## src/rtl/audio_level_meter.sv

```systemverilog
// audio_level_meter: XADC samples -> DC-free envelope, 0-15 bar and beat pulse; 3-cycle pipeline.
// Define AUDIO_METER_BEAT_EN to build the beat detector; otherwise beat is tied to 0.
module audio_level_meter #(
    parameter int DC_SHIFT     = 10,
    parameter int ATTACK_SHIFT = 1,
    parameter int DECAY_SHIFT  = 6,
    parameter int GAIN_SHIFT   = 2,
    parameter int AVG_SHIFT    = 8,
    parameter int BEAT_MIN     = 64,
    parameter int HOLDOFF      = 2000
) (
    input  logic        clk,
    input  logic        rst,
    input  logic        sample_valid,
    input  logic [15:0] sample,
    output logic [11:0] level,
    output logic        level_valid,
    output logic [3:0]  bar,
    output logic        beat
);

    logic [11:0]        s_r;
    logic               v1;
    logic [15:0]        dc_r;
    logic [11:0]        dev_r;
    logic               v2;
    logic [11:0]        env;

    logic [11:0]        dc_code;
    logic [11:0]        dev_next;
    logic signed [16:0] dc_err;
    logic signed [16:0] dc_next;
    logic [11:0]        env_step;
    logic [11:0]        env_new;
    logic [15:0]        gain;
    logic [3:0]         bar_new;
    logic               unused_bits;

    assign unused_bits = ^{sample[3:0], dc_next[16]};

    // NOTE: clocked processes use non-blocking assignments so every stage samples pre-edge values.
    always_ff @(posedge clk or negedge rst) begin
        if (!rst) begin
            s_r <= '0;
            v1  <= 1'b0;
        end else begin
            v1 <= sample_valid;
            if (sample_valid) begin
                s_r <= sample[15:4];
            end
        end
    end

    // DC tracker in 12.4 fixed point; deviation uses the tracker value before this update.
    assign dc_code  = dc_r[15:4];
    assign dev_next = (s_r >= dc_code) ? (s_r - dc_code) : (dc_code - s_r);
    assign dc_err   = $signed({1'b0, s_r, 4'b0000}) - $signed({1'b0, dc_r});
    assign dc_next  = $signed({1'b0, dc_r}) + (dc_err >>> DC_SHIFT);

    always_ff @(posedge clk or negedge rst) begin
        if (!rst) begin
            dc_r  <= 16'h8000;
            dev_r <= '0;
            v2    <= 1'b0;
        end else begin
            v2 <= v1;
            if (v1) begin
                dev_r <= dev_next;
                dc_r  <= dc_next[15:0];
            end
        end
    end

    // NOTE: every always_comb output gets a default first so no path can infer a latch.
    always_comb begin
        env_step = '0;
        env_new  = env;
        if (dev_r > env) begin
            env_step = (dev_r - env) >> ATTACK_SHIFT;
            if (env_step == '0) begin
                env_step = 12'd1;
            end
            env_new = env + env_step;
        end else if (env != '0) begin
            env_step = env >> DECAY_SHIFT;
            if (env_step == '0) begin
                env_step = 12'd1;
            end
            env_new = env - env_step;
        end
    end

    assign gain    = 16'(env_new) << GAIN_SHIFT;
    assign bar_new = (gain > 16'd4095) ? 4'hF : gain[11:8];

    always_ff @(posedge clk or negedge rst) begin
        if (!rst) begin
            env         <= '0;
            level       <= '0;
            bar         <= '0;
            level_valid <= 1'b0;
        end else begin
            level_valid <= v2;
            if (v2) begin
                env   <= env_new;
                level <= env_new;
                bar   <= bar_new;
            end
        end
    end

`ifdef AUDIO_METER_BEAT_EN
    logic [15:0]        avg_r;
    logic [15:0]        holdoff;
    logic [12:0]        avg_thresh;
    logic signed [16:0] avg_err;
    logic signed [16:0] avg_next;
    logic               beat_hit;
    logic               unused_avg;

    // A beat is the envelope jumping above 1.5x its long-term average.
    assign avg_thresh = {1'b0, avg_r[15:4]} + {2'b00, avg_r[15:5]};
    assign beat_hit   = ({1'b0, env_new} > avg_thresh) && (env_new >= 12'(BEAT_MIN)) &&
                        (holdoff == '0);
    assign avg_err    = $signed({1'b0, env_new, 4'b0000}) - $signed({1'b0, avg_r});
    assign avg_next   = $signed({1'b0, avg_r}) + (avg_err >>> AVG_SHIFT);
    assign unused_avg = avg_next[16];

    always_ff @(posedge clk or negedge rst) begin
        if (!rst) begin
            avg_r   <= '0;
            holdoff <= '0;
            beat    <= 1'b0;
        end else begin
            beat <= 1'b0;
            if (v2) begin
                avg_r <= avg_next[15:0];
                if (beat_hit) begin
                    beat    <= 1'b1;
                    holdoff <= 16'(HOLDOFF);
                end else if (holdoff != '0) begin
                    holdoff <= holdoff - 16'd1;
                end
            end
        end
    end
`else
    assign beat = 1'b0;
`endif

endmodule

```

## config.mk

```make
export PLATFORM = sky130hd
export DESIGN_NAME = audio_level_meter
export DESIGN_NICKNAME = d
export VERILOG_FILES = /design/src/rtl/audio_level_meter.sv
export SDC_FILE = /design/constraint.sdc
export NUM_CORES = 1
export LEC_CHECK = 0
export ABC_CLOCK_PERIOD_IN_PS = 12300
export CORE_MARGIN = 4
export CORE_UTILIZATION = 40
export CTS_CLUSTER_DIAMETER = 40
export CTS_CLUSTER_SIZE = 8
export DETAILED_ROUTE_END_ITERATION = 6
export HOLD_SLACK_MARGIN = 0.12
export PLACE_DENSITY = 0.61
export SYNTH_ARGS = -nofsm -noshare
export SYNTH_HDL_FRONTEND = slang
export SYNTH_SLANG_ARGS = --single-unit
```

## constraint.sdc

```tcl
create_clock -name clk -period 12.3 [get_ports clk]
set_input_delay 1.23 -clock clk [delete_from_list [all_inputs] [get_ports clk]]
set_output_delay 1.23 -clock clk [all_outputs]
set_load 0.03 [all_outputs]
```

==> results.json, run 1 <==
{
  "status": "finished, final reports clean",
  "clockRootBuffer": "clkbuf_16",
  "drc": 0,
  "wl_per_cell_um": 17.4,
  "drive_gt1_share_pct": 6.34,
  "ys_async_sr_fraction_pct": 100,
  "crit_required_ps": 12570,
  "cp-start-kind": "register",
  "globalRouteMet2Util_pct": 35.9,
  "final-seq-area_um2": 1480,
  "hp-class": "reg -> reg",
  "grt_use_met1_pct": 22.3,
  "hold_buffers": 0,
  "hold_viol": 0,
  "crit_fanout": 6,
  "finClkSkew_ps": 4.48,
  "num_rows": 43,
  "vias": 5262,
  "num_io_pins": 37,
  "hp-start": "dev_r[10]",
  "antenna_found_initial": 0,
  "syn_to_final_growth_pct": 12.7,
  "wirelength_mm": 15.7,
  "grt_pass1_vias": 5355,
  "crit_path_end_kind": "register",
  "period_needed_ps": 5100,
  "critPathKind": "reg -> reg",
  "cts_setup_buffers": 0,
  "multi_input_comb_area_um2": 4060,
  "synthFlopType": "dfrtp_1",
  "grt_use_total_pct": 19.6,
  "fillers": 1366,
  "cts.clk_slew.worst_paths_ps": 50,
  "final_antenna_net_count": 0,
  "initial_utilization_pct": 41.6,
  "grt_pass1_wl_mm": 26.1,
  "ys_seq_elements": 59,
  "ys_warn_count": 0,
  "synth_area_per_cell_um2": 8.41,
  "cts_tree": "yes",
  "first_iter_violations": 283,
  "worst-r2r-setup-slack_ps": 7200,
  "finalSetupTns_ps": 0,
  "ctsResizeCount": 0,
  "die_h_um": 129,
  "synthTopCellsByArea": "dfrtp_1 25%, ha_1 14%, a21oi_1 4.8%",
  "cts.sinks": 59,
  "synth_top_cell_by_area": "dfrtp_1",
  "setup_violations": 0,
  "synth-edff-count": 0,
  "grt-ovfl-total": 0,
  "synth_area_um2": 5860,
  "startpoint": "level[0]",
  "die_w_um": 129,
  "numCtsBuffers": 9,
  "setup.worst_path.end": "bar[0]",
  "ys_types": 81,
  "r2r-start": "level[0]",
  "htree_num_levels": 3,
  "layout.nets": 812,
  "grt_busiest_layer": "met2",
  "fin_crit_sh_pct": 41.4,
  "synth-seq-area-share_pct": 25.2,
  "rsz0062_at_grt": "false",
  "synth.most_common_cell": "ha_1",
  "clockBufferDepth": 2,
  "insertedDiodeCount": 0,
  "core_um2": 14100,
  "grt_max_degree": 60,
  "synth.top_cell.area_share_pct": 24.8,
  "clkLatencyLatePin_ps": 340,
  "drv_cap": 0,
  "numPortBuffers": 31,
  "firstDrtPassIters": 5,
  "arrival_ps": 5370,
  "clock.fmax_mhz": 196,
  "dpl.hpwl_mm": 12.0,
  "drv_slew": 0,
  "via_per_inst": 5.81,
  "dieArea_um2": 16700,
  "syn_nets": 789,
  "synth_common_cells": "67 x ha_1, 59 x inv_1, 58 x dfrtp_1",
  "gp_congestion": 0.893,
  "grt_use_met3_pct": 3.87,
  "max_slew.worst_pin.slew_ps": 802,
  "rr_worst_depth": 16,
  "synthCells": 697,
  "r2r-end": "bar[0]",
  "slew_headroom_pct": 46.4
}
area by class of cell:
class	instances	area share, %
multi-input cells	558	61.5
flip-flops and latches	59	22.4
clock buffers	14	4.00
inverters	59	3.35
clock inverters	2	0.531
repair buffers	33	4.85
well taps	180	3.41
worst min path at each step:
stage	endpoint	slack, ps	cells past startpoint
after global placement	dev_r[10]	480	2
after CTS	dev_r[10]	490	2
after global routing	bar[1]	510	1
after floorplan	level_valid	430	0
final	dev_r[10]	490	2
after detailed placement	dev_r[10]	480	2
layout by cell type (no fill, tap or decap), drive strengths merged, types with 8 or more instances in the layout:
cell / synthesis / final
nor2b: 8 / 8
ha: 67 / 67
xnor2: 30 / 30
o211ai: 10 / 10
dfrtp: 58 / 58
o21ai: 46 / 46
a21o: 16 / 16
nand3: 15 / 15
nor2: 52 / 52
nand2: 48 / 48
a21oi: 56 / 56
and3: 13 / 13
mux2: 9 / 9
o21a: 9 / 9
a211oi: 8 / 8
mux2i: 11 / 11
nor3: 18 / 18
a31oi: 10 / 10
clkdlybuf4s50: 0 / 30
xor2: 14 / 14
clkbuf: 12 / 14
or3: 9 / 9
inv: 59 / 59
kinds of logic (layout without fill, tap and decap cells):
logic type / Yosys count / in the layout / synth area share [%]
compound gates: 218 / 218 / 25.0
other cells: 1 / 1 / 0.0640
fa+ha+maj: 73 / 73 / 16.4
xor+xnor: 44 / 44 / 6.58
simple gates: 202 / 202 / 17.6
mux: 20 / 20 / 3.61
buf+inv: 80 / 108 / 5.51
flops: 59 / 59 / 25.2
flip-flops by register name (all words and copies together) (netlist names):
signal and cells:
bar 4, dc_r 16, dev_r 12, level 12, level_valid 1, s_r 12
v1 1, v2 1
worst max-delay path, cell delays in order (launching register included):
cell	delay, ps
dfrtp_1	460
ha_1	260
fa_1	410
nand2b_1	220
a211oi_2	360
nor2_1	90
xnor2_1	170
nor4b_1	300
or4b_1	490
o41ai_2	300
ha_1	280
a211oi_1	120
o211a_1	280
o311ai_0	600
a22oi_1	240
o211ai_2	280
o22a_1	160
per-stage QoR:
stage	util, %	std cells	hold slack [ps]	setup WS (ps)	area (um^2)
finish	46.8	905	491	7200	6600
global route	46.8	905	514	6750	6600
detailed placement	44.7	889	481	7190	6300
global placement	44.7	889	476	7260	6300
CTS	46.8	905	494	7170	6600
floorplan	-	697	430	7770	5860
per-layer routing:
layer / wire, um / share of wire [%] / up-vias
met5: 0 / 0 / -
li1: - / - / 2590
met3: 578 / 3.7 / 36
met2: 8020 / 51 / 124
met4: 460 / 2.9 / 0
met1: 6670 / 42 / 2512
Power of run 1 is not shown: default switching activity piles up to over one toggle a cycle in this logic, so the estimate is an artifact.
==> inputs of run 2 (changes only) <==
--- a/config.mk
+++ b/config.mk
@@ -5,7 +5,7 @@
 export SDC_FILE = /design/constraint.sdc
 export NUM_CORES = 1
 export LEC_CHECK = 0
-export ABC_CLOCK_PERIOD_IN_PS = 12300
+export ABC_CLOCK_PERIOD_IN_PS = 5050
 export CORE_MARGIN = 4
 export CORE_UTILIZATION = 40
 export CTS_CLUSTER_DIAMETER = 40
==> constraint.sdc (replaced) <==
create_clock -name clk -period 5.05 [get_ports clk]
set_input_delay 0.505 -clock clk [delete_from_list [all_inputs] [get_ports clk]]
set_output_delay 0.505 -clock clk [all_outputs]
set_load 0.03 [all_outputs]
==> results.json, run 2 (synthesis results as in run 1) <==
{
  "rsz0062_at_grt": "false",
  "core_um2": 14100,
  "largest_reg_flops": 16,
  "firstDrtPassIters": 5,
  "via_per_inst": 5.77,
  "clockBufferDepth": 2,
  "die_w_um": 129,
  "mostFrequentLayoutCells": "66 x ha_1, 59 x inv_1, 58 x dfrtp_1, 56 x a21oi_1, 51 x nor2_1",
  "finalSetupTns_ps": 0,
  "finClkSkew_ps": 6.38,
  "vias": 5261,
  "clockRootBuffer": "clkbuf_16",
  "critPathKind": "reg -> reg",
  "worst-r2r-setup-slack_ps": 240,
  "grt_max_degree": 60,
  "antenna_found_initial": 0,
  "arrival_ps": 5030,
  "drc": 0,
  "dp.cells": 895,
  "hold_viol": 0,
  "final_cells": 911,
  "fillers": 1410,
  "whs_ps": 296,
  "cp-start-kind": "register",
  "final_antenna_net_count": 0,
  "num_rows": 43,
  "crit_required_ps": 5270,
  "hold_buffers": 0,
  "dpl.hpwl_mm": 12.1,
  "clkLatencyLatePin_ps": 330,
  "cts_setup_buffers": 0,
  "finalWorstSetupSlack_ps": 237,
  "insertedDiodeCount": 0,
  "die_h_um": 129,
  "cts_tree": "yes",
  "fin_crit_sh_pct": 95.3,
  "grt-ovfl-total": 0,
  "grt_pass1_wl_mm": 26.4,
  "numCtsBuffers": 9,
  "numPortBuffers": 31,
  "drive_gt1_share_pct": 7.66,
  "regMostFlops": "dc_r",
  "hp-class": "in -> async",
  "final_common_cell": "ha_1",
  "drv_cap": 0,
  "grt_pass1_vias": 5365,
  "layout.nets": 818,
  "slew_headroom_pct": 46.3,
  "grt_use_total_pct": 19.8,
  "max_slew.worst_pin.slew_ps": 806,
  "htree_num_levels": 3,
  "multi_input_comb_area_um2": 4080,
  "cts.clk_slew.worst_paths_ps": 60,
  "initial_utilization_pct": 41.6,
  "period_needed_ps": 4810,
  "wirelength_mm": 15.7,
  "place_ws_ps": 225,
  "first_iter_violations": 424,
  "setup_violations": 0,
  "clock.fmax_mhz": 208,
  "final-seq-area_um2": 1480,
  "syn_to_final_growth_pct": 14.5,
  "ctsResizeCount": 0,
  "status": "finished, final reports clean",
  "crit_fanout": 4,
  "drv_slew": 0,
  "wl_per_cell_um": 17.2,
  "cts.sinks": 59,
  "num_io_pins": 37,
  "gp_congestion": 0.886,
  "crit_path_end_kind": "register",
  "dieArea_um2": 16700
}
## run 2: changes by cell type in the layout (fill, tap and decap cells not counted), sizes merged
cell,delta
bufinv,+2
clkinv,+1
buf,+6
clkbuf,-3
## run 2: cell type report
cell class	count	area share (%)
clock buffer	11	3.62
tap	180	3.36
multi-input combinational	558	60.8
inverter	59	3.30
sequential	59	22.0
timing repair buffer	39	5.45
clock inverter	5	1.49
## run 2: worst max-delay path: stages, from the launching register on
cell	delay (ps)
dfrtp_1	370
ha_1	230
fa_1	410
nand2b_1	230
a211oi_4	310
nor2_1	80
xnor2_1	160
nor4b_1	310
or4b_1	480
o41ai_2	290
ha_2	290
fa_1	230
a21oi_1	120
o221a_2	280
o31ai_2	270
xnor2_1	150
o211a_1	180
o211ai_2	120
o22a_1	180
## run 2: layer usage
metal  vias up  share of wire, %  global-route usage (%)
li1       2596                 -                       -
met1      2519                43                    23.5
met2       112                50                    35.5
met3        34               3.6                    3.05
met4         0               2.9                    8.21
met5         -                 0                       0
## run 2: worst paths after layout
path / to / cells past startpoint / startpoint
worst min-delay path: level[3] / 2 / rst
max in group asynchronous: dc_r[10] / 2 / rst
min in group clk: dev_r[10] / 2 / dev_r[10]
worst max-delay path: bar[3] / 18 / level[0]
worst min register to register: dev_r[10] / 2 / dev_r[10]
worst max register to register: bar[3] / 18 / level[0]
## run 2: per-stage QoR
step	instance area [um^2]	util (%)
finish	6710	47.6
global route	6710	47.6
CTS	6690	47.5
detailed placement	6350	45.0
global placement	6350	45.0
floorplan	5860	-
Power of run 2 is left out for the same reason.
